--- config.mk ---
export PLATFORM = sky130hd
export DESIGN_NAME = lane_tick_scheduler
export DESIGN_NICKNAME = d
export VERILOG_FILES = /design/src/rtl/lane_tick_scheduler.sv
export SDC_FILE = /design/constraint.sdc
export NUM_CORES = 1
export LEC_CHECK = 0
export CAP_MARGIN = 20
export CORE_MARGIN = 2
export CORE_UTILIZATION = 37
export DETAILED_ROUTE_END_ITERATION = 6
export DONT_BUFFER_PORTS = 1
export PLACE_DENSITY = 0.53
export SYNTH_ARGS = -nofsm -noshare
export SYNTH_HDL_FRONTEND = slang
export SYNTH_SLANG_ARGS = --single-unit
--- constraint.sdc ---
create_clock -name clk -period 2.35 [get_ports clk]
set_input_delay 0.235 -clock clk [delete_from_list [all_inputs] [get_ports clk]]
set_output_delay 0.235 -clock clk [all_outputs]
set_load 0.01 [all_outputs]
--- src/rtl/lane_tick_scheduler.sv ---
// Shared prescaler plus per-lane period counters issuing 1-clk lane_tick pulses, with run/pause/stop sequencing and difficulty level.
// lane_tick is registered, one cycle after the expiring base tick; there is no backpressure because pulses are fire-and-forget enables.
module lane_tick_scheduler #(
   parameter int NUM_LANES   = 4,
   parameter int PRESCALE    = 4,
   parameter int BASE_PERIOD = 4,
   parameter int LANE_STEP   = 2,
   parameter int MIN_PERIOD  = 1,
   parameter int MAX_LEVEL   = 7,
   parameter int LEVEL_W     = 3,
   parameter int CNT_W       = 8
) (
   input  logic                 clk,
   input  logic                 reset,
   input  logic                 start,
   input  logic                 pause_toggle,
   input  logic                 stop,
   input  logic                 level_up,
   output logic [NUM_LANES-1:0] lane_tick,
   output logic [LEVEL_W-1:0]   level,
   output logic                 running,
   output logic                 paused
);

   localparam int PW = $clog2(PRESCALE);
   localparam int RW = ((CNT_W > LEVEL_W) ? CNT_W : LEVEL_W) + 1;

   typedef enum logic [1:0] {ST_IDLE, ST_RUN, ST_PAUSED} state_t;

   state_t               r_state;
   state_t               w_state_nxt;
   logic [PW-1:0]        r_presc;
   logic [CNT_W-1:0]     r_cnt [NUM_LANES];
   logic [CNT_W-1:0]     w_reload [NUM_LANES];
   logic [NUM_LANES-1:0] r_lane_tick;
   logic [LEVEL_W-1:0]   r_level;
   logic                 r_running;
   logic                 r_paused;
   logic                 w_base_tick;

   assign lane_tick = r_lane_tick;
   assign level     = r_level;
   assign running   = r_running;
   assign paused    = r_paused;

   assign w_base_tick = (r_state == ST_RUN) && (r_presc == PW'(PRESCALE - 1));

   // Compare before subtracting so a high level can never wrap the period.
   always_comb begin
      for (int i = 0; i < NUM_LANES; i++) begin
         if (RW'(BASE_PERIOD + i * LANE_STEP) <= RW'(r_level) + RW'(MIN_PERIOD)) begin
            w_reload[i] = CNT_W'(MIN_PERIOD);
         end else begin
            w_reload[i] = CNT_W'(RW'(BASE_PERIOD + i * LANE_STEP) - RW'(r_level));
         end
      end
   end

   always_comb begin
      w_state_nxt = r_state;
      case (r_state)
         ST_IDLE:   if (!stop && start) w_state_nxt = ST_RUN;
         ST_RUN:    if (stop) w_state_nxt = ST_IDLE;
                    else if (pause_toggle) w_state_nxt = ST_PAUSED;
         ST_PAUSED: if (stop) w_state_nxt = ST_IDLE;
                    else if (pause_toggle) w_state_nxt = ST_RUN;
         default:   w_state_nxt = ST_IDLE;
      endcase
   end

   always_ff @(posedge clk) begin
      if (reset) begin
         r_state     <= ST_IDLE;
         r_presc     <= '0;
         r_lane_tick <= '0;
         r_level     <= '0;
         r_running   <= 1'b0;
         r_paused    <= 1'b0;
         for (int i = 0; i < NUM_LANES; i++) r_cnt[i] <= '0;
      end else begin
         r_state     <= w_state_nxt;
         r_running   <= (w_state_nxt == ST_RUN);
         r_paused    <= (w_state_nxt == ST_PAUSED);
         r_lane_tick <= '0;
         if (stop) begin
            // Stop kills any pulse that would have expired on this edge.
            r_presc <= '0;
            r_level <= '0;
            for (int i = 0; i < NUM_LANES; i++) r_cnt[i] <= '0;
         end else begin
            case (r_state)
               ST_IDLE: begin
                  if (start) begin
                     r_presc <= '0;
                     for (int i = 0; i < NUM_LANES; i++) r_cnt[i] <= w_reload[i];
                  end
               end
               ST_RUN: begin
                  if (w_base_tick) r_presc <= '0;
                  else             r_presc <= r_presc + 1'b1;
                  if (w_base_tick) begin
                     for (int i = 0; i < NUM_LANES; i++) begin
                        if (r_cnt[i] == CNT_W'(1)) begin
                           r_cnt[i]       <= w_reload[i];
                           r_lane_tick[i] <= 1'b1;
                        end else begin
                           r_cnt[i] <= r_cnt[i] - 1'b1;
                        end
                     end
                  end
                  if (level_up && (r_level != LEVEL_W'(MAX_LEVEL))) r_level <= r_level + 1'b1;
               end
               ST_PAUSED: begin
                  if (level_up && (r_level != LEVEL_W'(MAX_LEVEL))) r_level <= r_level + 1'b1;
               end
               default: ;
            endcase
         end
      end
   end

endmodule

Word-level counts from Yosys, hierarchy flattened:

Memory sizes are Yosys's and may differ from the RTL's.
Index checks and enable logic that the tools add are counted.

* bitwise logic cells: 18
* muxes and demuxes: 87
* reduce and logical (&&, ||, !) cells: 11
* magnitude comparators: 4
* add/sub/neg operators: 11
* eq/ne operators: 11

Operators by type and width (number)
* 8-bit 2-to-1 mux: 20
* 1-bit 2-to-1 mux: 58
* 8-bit by 1-bit == test with 1-bit output (second input constant): 4
* 8-bit by 1-bit subtractor with 8-bit output (second input constant): 4
* 3-bit by 9-bit less-or-equal comparator with 1-bit output (first input constant): 2
* 1-bit OR: 16
* 2-bit 2-to-1 mux: 7
* 4-bit by 3-bit subtractor with 5-bit output (first input constant): 2
* 4-bit by 9-bit less-or-equal comparator with 1-bit output (first input constant): 1
* 3-bit by 3-bit subtractor with 4-bit output (first input constant): 2
* 2-bit == test (second input constant): 3
* 2-bit one-hot mux with 3 select lines: 1
* 3-bit by 1-bit adder with 4-bit output (second input constant): 1
* 2-bit by 1-bit == test with 1-bit output (second input constant): 2
* 4-bit less-or-equal comparator (first input constant): 1
* 2-bit one-hot mux with 2 select lines: 1
* 2-bit AND reduction: 2
* 2-bit OR reduction: 2
* 4-bit OR reduction: 1
* 3-bit by 1-bit adder with 3-bit output (second input constant): 1
* 1-bit logical AND: 3
* 3-bit != test (second input constant): 1
* 2-bit by 1-bit adder with 2-bit output (second input constant): 1
* 2-bit logical NOT: 1
* other kinds (4): 5

* register bits: 13
* word-level logic and storage cells: 149
* input bits: 6
* bits in writable memories: 32
* output and inout bits: 9
* memories: 1

Memory list
* r_cnt: words 4, width 8, read ports 4, clocked after memory_dff 0, wr ports 4, line 33 `logic [CNT_W-1:0] r_cnt [NUM_LANES];`

Logic depth before layout (Yosys ltp):

Gate-level depths: netlist (run 1).

* depth in word-level cells: 9
* gate-level depth with buffers: 7
* gate-level depth less buffers: 6

Worst setup path after synthesis (run 1):

No wires, ideal clock.

* path type: register -> register
* start point: register r_state[1]
* end point: memory r_cnt[0][3] (data pin)
* library setup time: 0.274 ns
* path slack: 0.540 ns
* required time: 2.076 ns
* clock period less this slack: 1.810 ns
* arrival time: 1.536 ns
* stages on the path, launching flop included: 7
* path buffers: 0
* cells stage by stage: dfxtp_1 inv_1 ha_1 and4bb_2 and4_1 o2111ai_1 o21ai_0

RTL lines
* start: declaration: line 30 `state_t r_state;`
* start signal: assignment: line 81 `r_state <= w_state_nxt;`
* end: declaration: line 33

==> reports/metrics.yaml, run 1 <==
status: "complete, no violations"
p_sw_w: 0.0004177
synth-edff-count: 32
swShare_pct: 24.36
worstSkewPairLatency_ns: 0.29
gp_congestion: 0.7947
hold_class: "in -> reg"
slew-limit-headroom_pct: 57.86
synth_area_sq_mm: 0.002659
layout_common_cells: "nor2_1, edfxtp_1, ha_1"
start_util_pct: 38.71
grt_usage_pct: 13.82
cp.required_ns: 2.36
worst_pin_slew_ns: 0.6263
dieArea_sq_mm: 0.007880
routed_wl_mm: 5.006
fillers: 696
drive_above_1_share_pct: 8.812
syn2layout_area_growth_pct: 8.000
cts_setup_buffers: 0
r2r_cells: 6
seq_area_frac_synth_pct: 45.93
crit_type: "reg -> reg"
final_core_util_pct: 41.80
fmaxAchievable_mhz: 462.4
drtAntennaViolNets: 0
cts_num_sinks: 45
p_seq_share_pct: 53.7
combPwrFrac_pct: 13.0
drt_iter0_markers: 122
synth_cells: 255
viasPerCell: 5.115
path_clk_slew_ns: 0.08
dp_hpwl_mm: 3.636
cts-buffers-inserted: 5
p_total_w: 0.001714
power_frac_clock_pct: 33.3
rsz0062_at_grt: "false"
highest_layer: "met4"
grt_max_degree: 14
finClkSkew_ns: 0.01087
end_kind: "flop"
diodes: 0
cts_resized: 0
synth_seq_cells: 45
grt_pass1_wl_mm: 8.424
drcViolationCount: 0
dpl_cell_area_sq_mm: 0.002765
grt_pass1_vias: 1782
rows: 30
cts_tree: "yes"
core_area_sq_mm: 0.006869
maxSlewViolCount: 0
met2_length_mm: 2.310
r2r_start: "r_state[1]$_SDFF_PP0_"
fin_setup_tns_ns: 0
setup_viol: 0
crit_path_max_fanout: 8
leakage_nw: 1.123
final_area_sq_mm: 0.002872
hp-start: "reset"
cts_hold_buf: 0
min_path_cells: 1
antenna_found_initial: 0
ios: 15
register_area_sq_mm: 0.001221
htreeDepth: 2
irDropWorstVdd_uv: 219.5
critPathArrivalTime_ns: 2.17
hold_viol: 0
wl_met1_mm: 2.512
maxCapViolCount: 0
grt-ovfl-total: 0
cts_buffer_depth: 2
fp.dieH_microns: 88.77
r2r_end: "r_cnt[0][7]$_DFFE_PP_"
die_w_microns: 88.77
min_period_ns: 2.163
synth-async-reset-ratio_pct: 0
finalCritPeriodShare_pct: 92.03
powerDensity_mw_per_mm2: 597.0
p_int_w: 0.001297
wl_per_cell_microns: 14.02
synth_nets: 280
yosys.cell_types.count: 47
start_kind: "flop"
vias: 1826
yosysWarningCount: 0
synth_ff_type: "edfxtp_1"
nets: 285
whs_endpoint: "running$_SDFF_PP0_"
port_buffers: 0
wl_met3_microns: 111
multiInputGateArea_sq_mm: 0.001330
dr.pass1.iters: 4
ff2ff_setup_slack_ns: 0.19
syn_area_per_cell_sq_um: 10.43
clock_tree.root_cell: "clkbuf_8"
routing by layer:
layer | vias up | global-route usage (%)
met5 | - | 0
met2 | 11 | 22.32
met4 | 0 | 4.959
met3 | 8 | 2.705
met1 | 872 | 18.45
li1 | 935 | -
per-stage QoR:
| step | setup slack (ns) | instances | hold WS, ns |
|---|---|---|---|
| 5_1_grt | 0.005922 | 357 | 0.01778 |
| 3_3_place_gp | 0.3209 | 349 | 0.3367 |
| 3_5_place_dp | 0.2116 | 349 | 0.3370 |
| 4_1_cts | 0.1812 | 357 | 0.01433 |
| 2_1_floorplan | 0.5403 | 255 | 0.3247 |
| 6_report | 0.1872 | 357 | 0.02878 |
registers in the layout, summed over array words and instances, names as in the netlist:
name       flops
lane_tick      4
level          3
paused         1
r_cnt         32
r_presc        2
r_state        2
running        1
final cells by class:
class	count	share of cell area, %
flip-flops and latches	45	42.53
multi-input cells	188	46.32
clock inverters	2	1.176
inverters	15	1.961
well taps	96	4.183
clock buffers	6	2.527
repair buffers	5	1.307
worst max-delay path by stage:
stage / from / to / slack, ns
finish: r_state[1]$_SDFF_PP0_ / r_cnt[0][7]$_DFFE_PP_ / 0.19
CTS: r_state[1]$_SDFF_PP0_ / r_cnt[0][7]$_DFFE_PP_ / 0.18
floorplan: r_state[1]$_SDFF_PP0_ / r_cnt[0][3]$_DFFE_PP_ / 0.54
global route: r_state[1]$_SDFF_PP0_ / r_cnt[0][6]$_DFFE_PP_ / 0.006
global placement: r_state[1]$_SDFF_PP0_ / r_cnt[0][5]$_DFFE_PP_ / 0.32
detailed placement: r_state[1]$_SDFF_PP0_ / r_cnt[0][7]$_DFFE_PP_ / 0.21
kinds of logic (layout without fill, tap and decap cells):
| logic type | count (synthesis) | after routing | synth area share, % |
|---|---|---|---|
| adders and majority gates | 19 | 19 | 8.941 |
| buffers and inverters | 22 | 28 | 4.047 |
| AOI/OAI and AO/OA | 48 | 48 | 12.47 |
| muxes | 4 | 4 | 1.553 |
| xor gates and xnor gates | 23 | 23 | 7.576 |
| and+or+nand+nor | 94 | 94 | 19.48 |
| DFF | 45 | 45 | 45.93 |
worst max-delay path, cell delays in order (launching register included):
cell	delay, ns
dfxtp_1	0.41
inv_1	0.08
ha_1	0.28
and4bb_2	0.34
and4_1	0.22
o2111ai_1	0.38
o21ai_0	0.17
Yosys cell counts, drive strengths merged (2+ instances only):
| cell | count | area share (%) |
|---|---|---|
| o21ai | 12 | 2.3 |
| a21o | 2 | 0.56 |
| nand3 | 8 | 1.5 |
| or4 | 2 | 0.71 |
| inv | 15 | 2.1 |
| nor4 | 5 | 1.7 |
| a21oi | 9 | 1.7 |
| nor3 | 7 | 1.3 |
| dfxtp | 13 | 9.8 |
| xor2 | 12 | 4.0 |
| edfxtp | 32 | 36 |
| mux2i | 3 | 1.1 |
| xnor2 | 11 | 3.6 |
| o31ai | 5 | 1.9 |
| a31o | 2 | 0.66 |
| and4 | 3 | 0.99 |
| a32oi | 2 | 0.66 |
| nand2 | 16 | 2.3 |
| o22ai | 8 | 1.9 |
| nor2 | 33 | 4.8 |
| nor3b | 2 | 0.99 |
| nand3b | 6 | 1.7 |
| nand2b | 4 | 0.94 |
| ha | 19 | 8.9 |
| clkbuf | 2 | 0.28 |
| or3 | 3 | 0.71 |
| buf | 5 | 1.6 |
power groups by stage:
stage               logic (W)  registers [W]  clock network [W]
floorplan            0.000185       0.000929                  0
global placement     0.000226       0.000937                  0
detailed placement   0.000222       0.000938                  0
CTS                  0.000225       0.000920           0.000589
global route         0.000255       0.000926           0.000625
finish               0.000223       0.000920           0.000571
Power figures use the tool's default switching activity.
==> run 2: changes to the inputs <==
CORE_ASPECT_RATIO = 1.5   (was not set)
SLEW_MARGIN = 20   (was not set)
==> reports/metrics.yaml, run 2 (synthesized netlist as in run 1, its figures left out) <==
drt_iter0_markers: 64  # was 122
largest_reg_flops: 32  # unchanged
viasPerCell: 5.361  # was 5.115
syn2layout_area_growth_pct: 5.929  # was 8.000%
dr.pass1.iters: 4  # unchanged
cp.required_ns: 2.38  # was 2.36 ns
finClkSkew_ns: 0.005272  # was 0.01087 ns
core_area_sq_mm: 0.006898  # was 0.006869 sq mm
crit_path_max_fanout: 8  # unchanged
rsz0062_at_grt: "false"  # unchanged
cpMaxStageDelayCell: "dfxtp_1"  # unchanged
p_int_w: 0.001183  # was 0.001297 W
critPathArrivalTime_ns: 2.13  # was 2.17 ns
vias: 1812  # was 1826
min_period_ns: 2.102  # was 2.163 ns
finalCritPeriodShare_pct: 89.46  # was 92.03%
hold_class: "in -> reg"  # unchanged
wl_met3_microns: 133  # was 111 microns
maxSlewViolCount: 0  # unchanged
drcViolationCount: 0  # unchanged
drive_above_1_share_pct: 8.462  # was 8.812%
status: "complete, no violations"  # unchanged
final_core_util_pct: 40.83  # was 41.80%
powerDensity_mw_per_mm2: 569.8  # was 597.0 mW/mm^2
path_clk_slew_ns: 0.08  # about the same
grt_pass1_wl_mm: 8.742  # was 8.424 mm
fmaxAchievable_mhz: 475.7  # was 462.4 MHz
p_seq_share_pct: 57.4  # was 53.7%
wl_per_cell_microns: 14.91  # was 14.02 microns
end_kind: "flop"  # unchanged
cp_top_family: "simple AND/OR/NAND/NOR gates"  # unchanged
gp_congestion: 0.7399  # was 0.7947
met2_length_mm: 2.617  # was 2.310 mm
worstSkewPairLatency_ns: 0.30  # was 0.29 ns
ios: 15  # unchanged
fin_setup_tns_ns: 0  # unchanged
routed_wl_mm: 5.041  # was 5.006 mm
wl_met1_mm: 2.201  # was 2.512 mm
grt_pass1_vias: 1869  # was 1782
power_frac_clock_pct: 28.8  # was 33.3%
cts_resized: 0  # unchanged
p_total_w: 0.001605  # was 0.001714 W
maxCapViolCount: 0  # unchanged
cts_buffer_depth: 2  # unchanged
fin_cells: 338  # was 357
regMostFlops: "r_cnt"  # unchanged
slew-limit-headroom_pct: 60.00  # was 57.86%
critPathMaxStageDelay_ns: 0.40  # was 0.41 ns
dp_hpwl_mm: 3.781  # was 3.636 mm
cts_setup_buffers: 0  # unchanged
swShare_pct: 26.28  # was 24.36%
clock_tree.root_cell: "clkbuf_8"  # unchanged
worst_pin_slew_ns: 0.5945  # was 0.6263 ns
start_kind: "flop"  # unchanged
cts_tree: "yes"  # unchanged
fp.dieH_microns: 107.8  # was 88.77 microns
rows: 37  # was 30
highest_layer: "met4"  # unchanged
drtAntennaViolNets: 0  # unchanged
start_util_pct: 38.55  # was 38.71%
leakage_nw: 1.109  # was 1.123 nW
irDropWorstVdd_uv: 320.4  # was 219.5 uV
dieArea_sq_mm: 0.007894  # was 0.007880 sq mm
port_buffers: 0  # unchanged
nets: 284  # was 285
setup_viol: 0  # unchanged
fillers: 691  # was 696
diodes: 0  # unchanged
crit_chain: "inv_1, ha_1, and4bb_2, and4_1, o2111ai_1, o21ai_0"  # unchanged
antenna_found_initial: 0  # unchanged
htreeDepth: 2  # unchanged
cts_hold_buf: 0  # unchanged
cts_num_sinks: 45  # unchanged
crit_type: "reg -> reg"  # unchanged
grt_usage_pct: 14.24  # was 13.82%
layout_common_cells: "nor2_1, edfxtp_1, ha_1"  # unchanged
combPwrFrac_pct: 13.8  # was 13.0%
p_sw_w: 0.0004218  # was 0.0004177 W
grt_max_degree: 14  # unchanged
crit_buf_inv: 1  # unchanged
cts-buffers-inserted: 5  # unchanged
die_w_microns: 73.22  # was 88.77 microns
dp.cells: 330  # was 349
hold_viol: 0  # unchanged
grt-ovfl-total: 0  # unchanged
[run 2: final cells by class]
type	count	area, sq um	share of cell area, %
inverter	15	56.30	1.999
multi-input combinational	188	1330	47.22
timing repair buffer	4	30.03	1.066
tap	78	97.59	3.465
clock inverter	3	12.51	0.4442
sequential	45	1221	43.36
clock buffer	5	68.82	2.443
[run 2: stage by stage]
stage                     setup WS (ns)  hold WS (ns)  instance area (sq um)
after CTS                        0.2280       0.01019                   2816
after global routing            0.04931       0.01797                   2816
after detailed placement         0.2417        0.3342                   2735
final                            0.2477       0.02153                   2816
after floorplan                  0.5403        0.3247                   2659
after global placement           0.3329        0.3416                   2735
[run 2: power groups by stage]
stage / Clock, W / Combinational (W) / Sequential (W)
after floorplan: 0 / 0.000185 / 0.000929
after global placement: 0 / 0.000223 / 0.000939
after detailed placement: 0 / 0.000223 / 0.000939
after CTS: 0.000482 / 0.000225 / 0.000921
after global routing: 0.000507 / 0.000257 / 0.000927
final: 0.000462 / 0.000222 / 0.000921
[run 2: worst paths after layout]
path,start,slack (ns),to,cells after the start
hold reg to reg,r_presc[1]$_SDFFE_PP0P_,0.52,r_presc[1]$_SDFFE_PP0P_,2
setup / recovery,r_state[1]$_SDFF_PP0_,0.25,r_cnt[0][5]$_DFFE_PP_,6
setup reg to reg,r_state[1]$_SDFF_PP0_,0.25,r_cnt[0][5]$_DFFE_PP_,6
hold / removal,reset,0.02,running$_SDFF_PP0_,1
[run 2: worst reg2reg max path: cells and delay by family (launching register included)]
family,cells,cell delay [ns]
buffers and inverters,1,0.08
adder cells (fa/ha/maj),1,0.28
flip-flops,1,0.40
AND/OR/NAND/NOR,2,0.57
AO/OA/AOI/OAI,2,0.51
[run 2: per-layer routing]
metal  track usage (%)  vias up
li1                  -      927
met1             16.61      862
met2             24.77       18
met3             3.277        5
met4             5.291        0
met5                 0        -
==> run 3: changes to the inputs <==
CORE_ASPECT_RATIO = 0.7   (was 1.5)
==> reports/metrics.yaml, run 3 (synthesized netlist as in run 1, its figures left out) <==
powerDensity_mw_per_mm2: 602.9  # was 569.8 mW/mm^2
slew-limit-headroom_pct: 56.12  # was 60.00%
cts_setup_buffers: 0  # unchanged
vias: 1783  # was 1812
cts_hold_buf: 0  # unchanged
die_w_microns: 105.3  # was 73.22 microns
finalCritPeriodShare_pct: 87.48  # was 89.46%
regMostFlops: "r_cnt"  # unchanged
cts_resized: 0  # unchanged
p_total_w: 0.001742  # was 0.001605 W
path_clk_slew_ns: 0.09  # was 0.08 ns
worstSkewPairLatency_ns: 0.30  # about the same
cp.required_ns: 2.39  # was 2.38 ns
min_period_ns: 2.056  # was 2.102 ns
worst_pin_slew_ns: 0.6522  # was 0.5945 ns
gp_congestion: 0.7736  # was 0.7399
cts_num_sinks: 45  # unchanged
drt_iter0_markers: 81  # was 64
viasPerCell: 4.994  # was 5.361
status: "complete, no violations"  # unchanged
register_area_sq_mm: 0.001221  # unchanged
maxSlewViolCount: 0  # unchanged
critPathArrivalTime_ns: 2.09  # was 2.13 ns
port_buffers: 0  # unchanged
highest_layer: "met4"  # unchanged
cts-buffers-inserted: 5  # unchanged
power_frac_clock_pct: 34.1  # was 28.8%
grt_pass1_wl_mm: 8.659  # was 8.742 mm
wl_per_cell_microns: 14.29  # was 14.91 microns
wl_met3_microns: 151  # was 133 microns
met2_length_mm: 1.973  # was 2.617 mm
grt-ovfl-total: 0  # unchanged
grt_max_degree: 15  # was 14
p_sw_w: 0.0004372  # was 0.0004218 W
clock_tree.root_cell: "clkbuf_8"  # unchanged
combPwrFrac_pct: 13.1  # was 13.8%
cts_tree: "yes"  # unchanged
fillers: 658  # was 691
drcViolationCount: 0  # unchanged
rows: 25  # was 37
hold_viol: 0  # unchanged
syn2layout_area_growth_pct: 8.659  # was 5.929%
dr.pass1.iters: 4  # unchanged
fin_setup_tns_ns: 0  # unchanged
ff2ff_setup_slack_ns: 0.29  # was 0.25 ns
fmaxAchievable_mhz: 486.4  # was 475.7 MHz
core_area_sq_mm: 0.006850  # was 0.006898 sq mm
irDropWorstVdd_uv: 327.0  # was 320.4 uV
layout_common_cells: "nor2_1, edfxtp_1, ha_1"  # unchanged
p_int_w: 0.001305  # was 0.001183 W
start_kind: "flop"  # unchanged
nets: 287  # was 284
crit_path_max_fanout: 8  # unchanged
hold_class: "in -> reg"  # unchanged
diodes: 0  # unchanged
drive_above_1_share_pct: 9.886  # was 8.462%
swShare_pct: 25.10  # was 26.28%
htreeDepth: 2  # unchanged
rsz0062_at_grt: "false"  # unchanged
dp_hpwl_mm: 3.794  # was 3.781 mm
maxCapViolCount: 0  # unchanged
final_core_util_pct: 42.17  # was 40.83%
finClkSkew_ns: 0.009089  # was 0.005272 ns
antenna_found_initial: 0  # unchanged
routed_wl_mm: 5.102  # was 5.041 mm
ios: 15  # unchanged
wl_met1_mm: 2.921  # was 2.201 mm
multiInputGateArea_sq_mm: 0.001330  # unchanged
start_util_pct: 38.81  # was 38.55%
crit_type: "reg -> reg"  # unchanged
p_seq_share_pct: 52.8  # was 57.4%
grt_usage_pct: 14.24  # about the same
end_kind: "flop"  # unchanged
grt_pass1_vias: 1707  # was 1869
dieArea_sq_mm: 0.007891  # was 0.007894 sq mm
drtAntennaViolNets: 0  # unchanged
leakage_nw: 1.136  # was 1.109 nW
cts_buffer_depth: 2  # unchanged
setup_viol: 0  # unchanged
largest_reg_flops: 32  # unchanged
fp.dieH_microns: 74.93  # was 107.8 microns
-- run 3: cell count changes in the layout (fill, tap and decap cells not counted) --
cell | previous run | this run
bufinv_16 | 0 | 1
clkinv_2 | 1 | 0
clkbuf_1 | 0 | 1
clkinv_1 | 2 | 0
clkinv_4 | 0 | 1
buf_4 | 4 | 7
-- run 3: layout make-up --
cell class	count	area share, %
multi-input combinational	188	46.04
sequential	45	42.27
tap	94	4.071
clock buffer	6	2.512
inverter	15	1.949
timing repair buffer	7	1.819
clock inverter	2	1.343
-- run 3: power by group through the flow --
stage | clock [W] | combinational (W) | sequential, W
floorplan | 0 | 0.000185 | 0.000929
global placement | 0 | 0.000231 | 0.000938
detailed placement | 0 | 0.000226 | 0.000938
CTS | 0.000617 | 0.000229 | 0.000920
global route | 0.000639 | 0.000265 | 0.000927
finish | 0.000594 | 0.000227 | 0.000920
-- run 3: routing by layer --
| layer | vias up | global-route usage [%] |
|---|---|---|
| li1 | 936 | - |
| met1 | 828 | 21.37 |
| met2 | 15 | 19.78 |
| met3 | 4 | 3.463 |
| met4 | 0 | 5.333 |
| met5 | - | 0 |
-- run 3: worst max-delay path, stage by stage, from the launching register on --
cell and delay [ns]:
dfxtp_1 0.40, inv_1 0.08, ha_1 0.28, and4bb_2 0.30, and4_1 0.21, o2111ai_1 0.37, o21ai_0 0.16
-- run 3: stage by stage --
step           setup WS (ns)  instance area, sq um  hold WS [ns]  cells
2_1_floorplan         0.5403                  2659        0.3247    255
3_3_place_gp          0.3821                  2778        0.3359    349
3_5_place_dp          0.3023                  2778        0.3363    349
4_1_cts               0.3110                  2889      0.009971    357
5_1_grt               0.1123                  2889      0.004363    357
6_report              0.2943                  2889       0.01915    357
-- run 3: final timing paths --
| path | from | to | depth (start not counted) |
|---|---|---|---|
| min reg2reg | r_presc[1]$_SDFFE_PP0P_ | r_presc[1]$_SDFFE_PP0P_ | 2 |
| min | reset | running$_SDFF_PP0_ | 1 |
| max reg2reg | r_state[1]$_SDFF_PP0_ | r_cnt[0][4]$_DFFE_PP_ | 6 |
| max | r_state[1]$_SDFF_PP0_ | r_cnt[0][4]$_DFFE_PP_ | 6 |
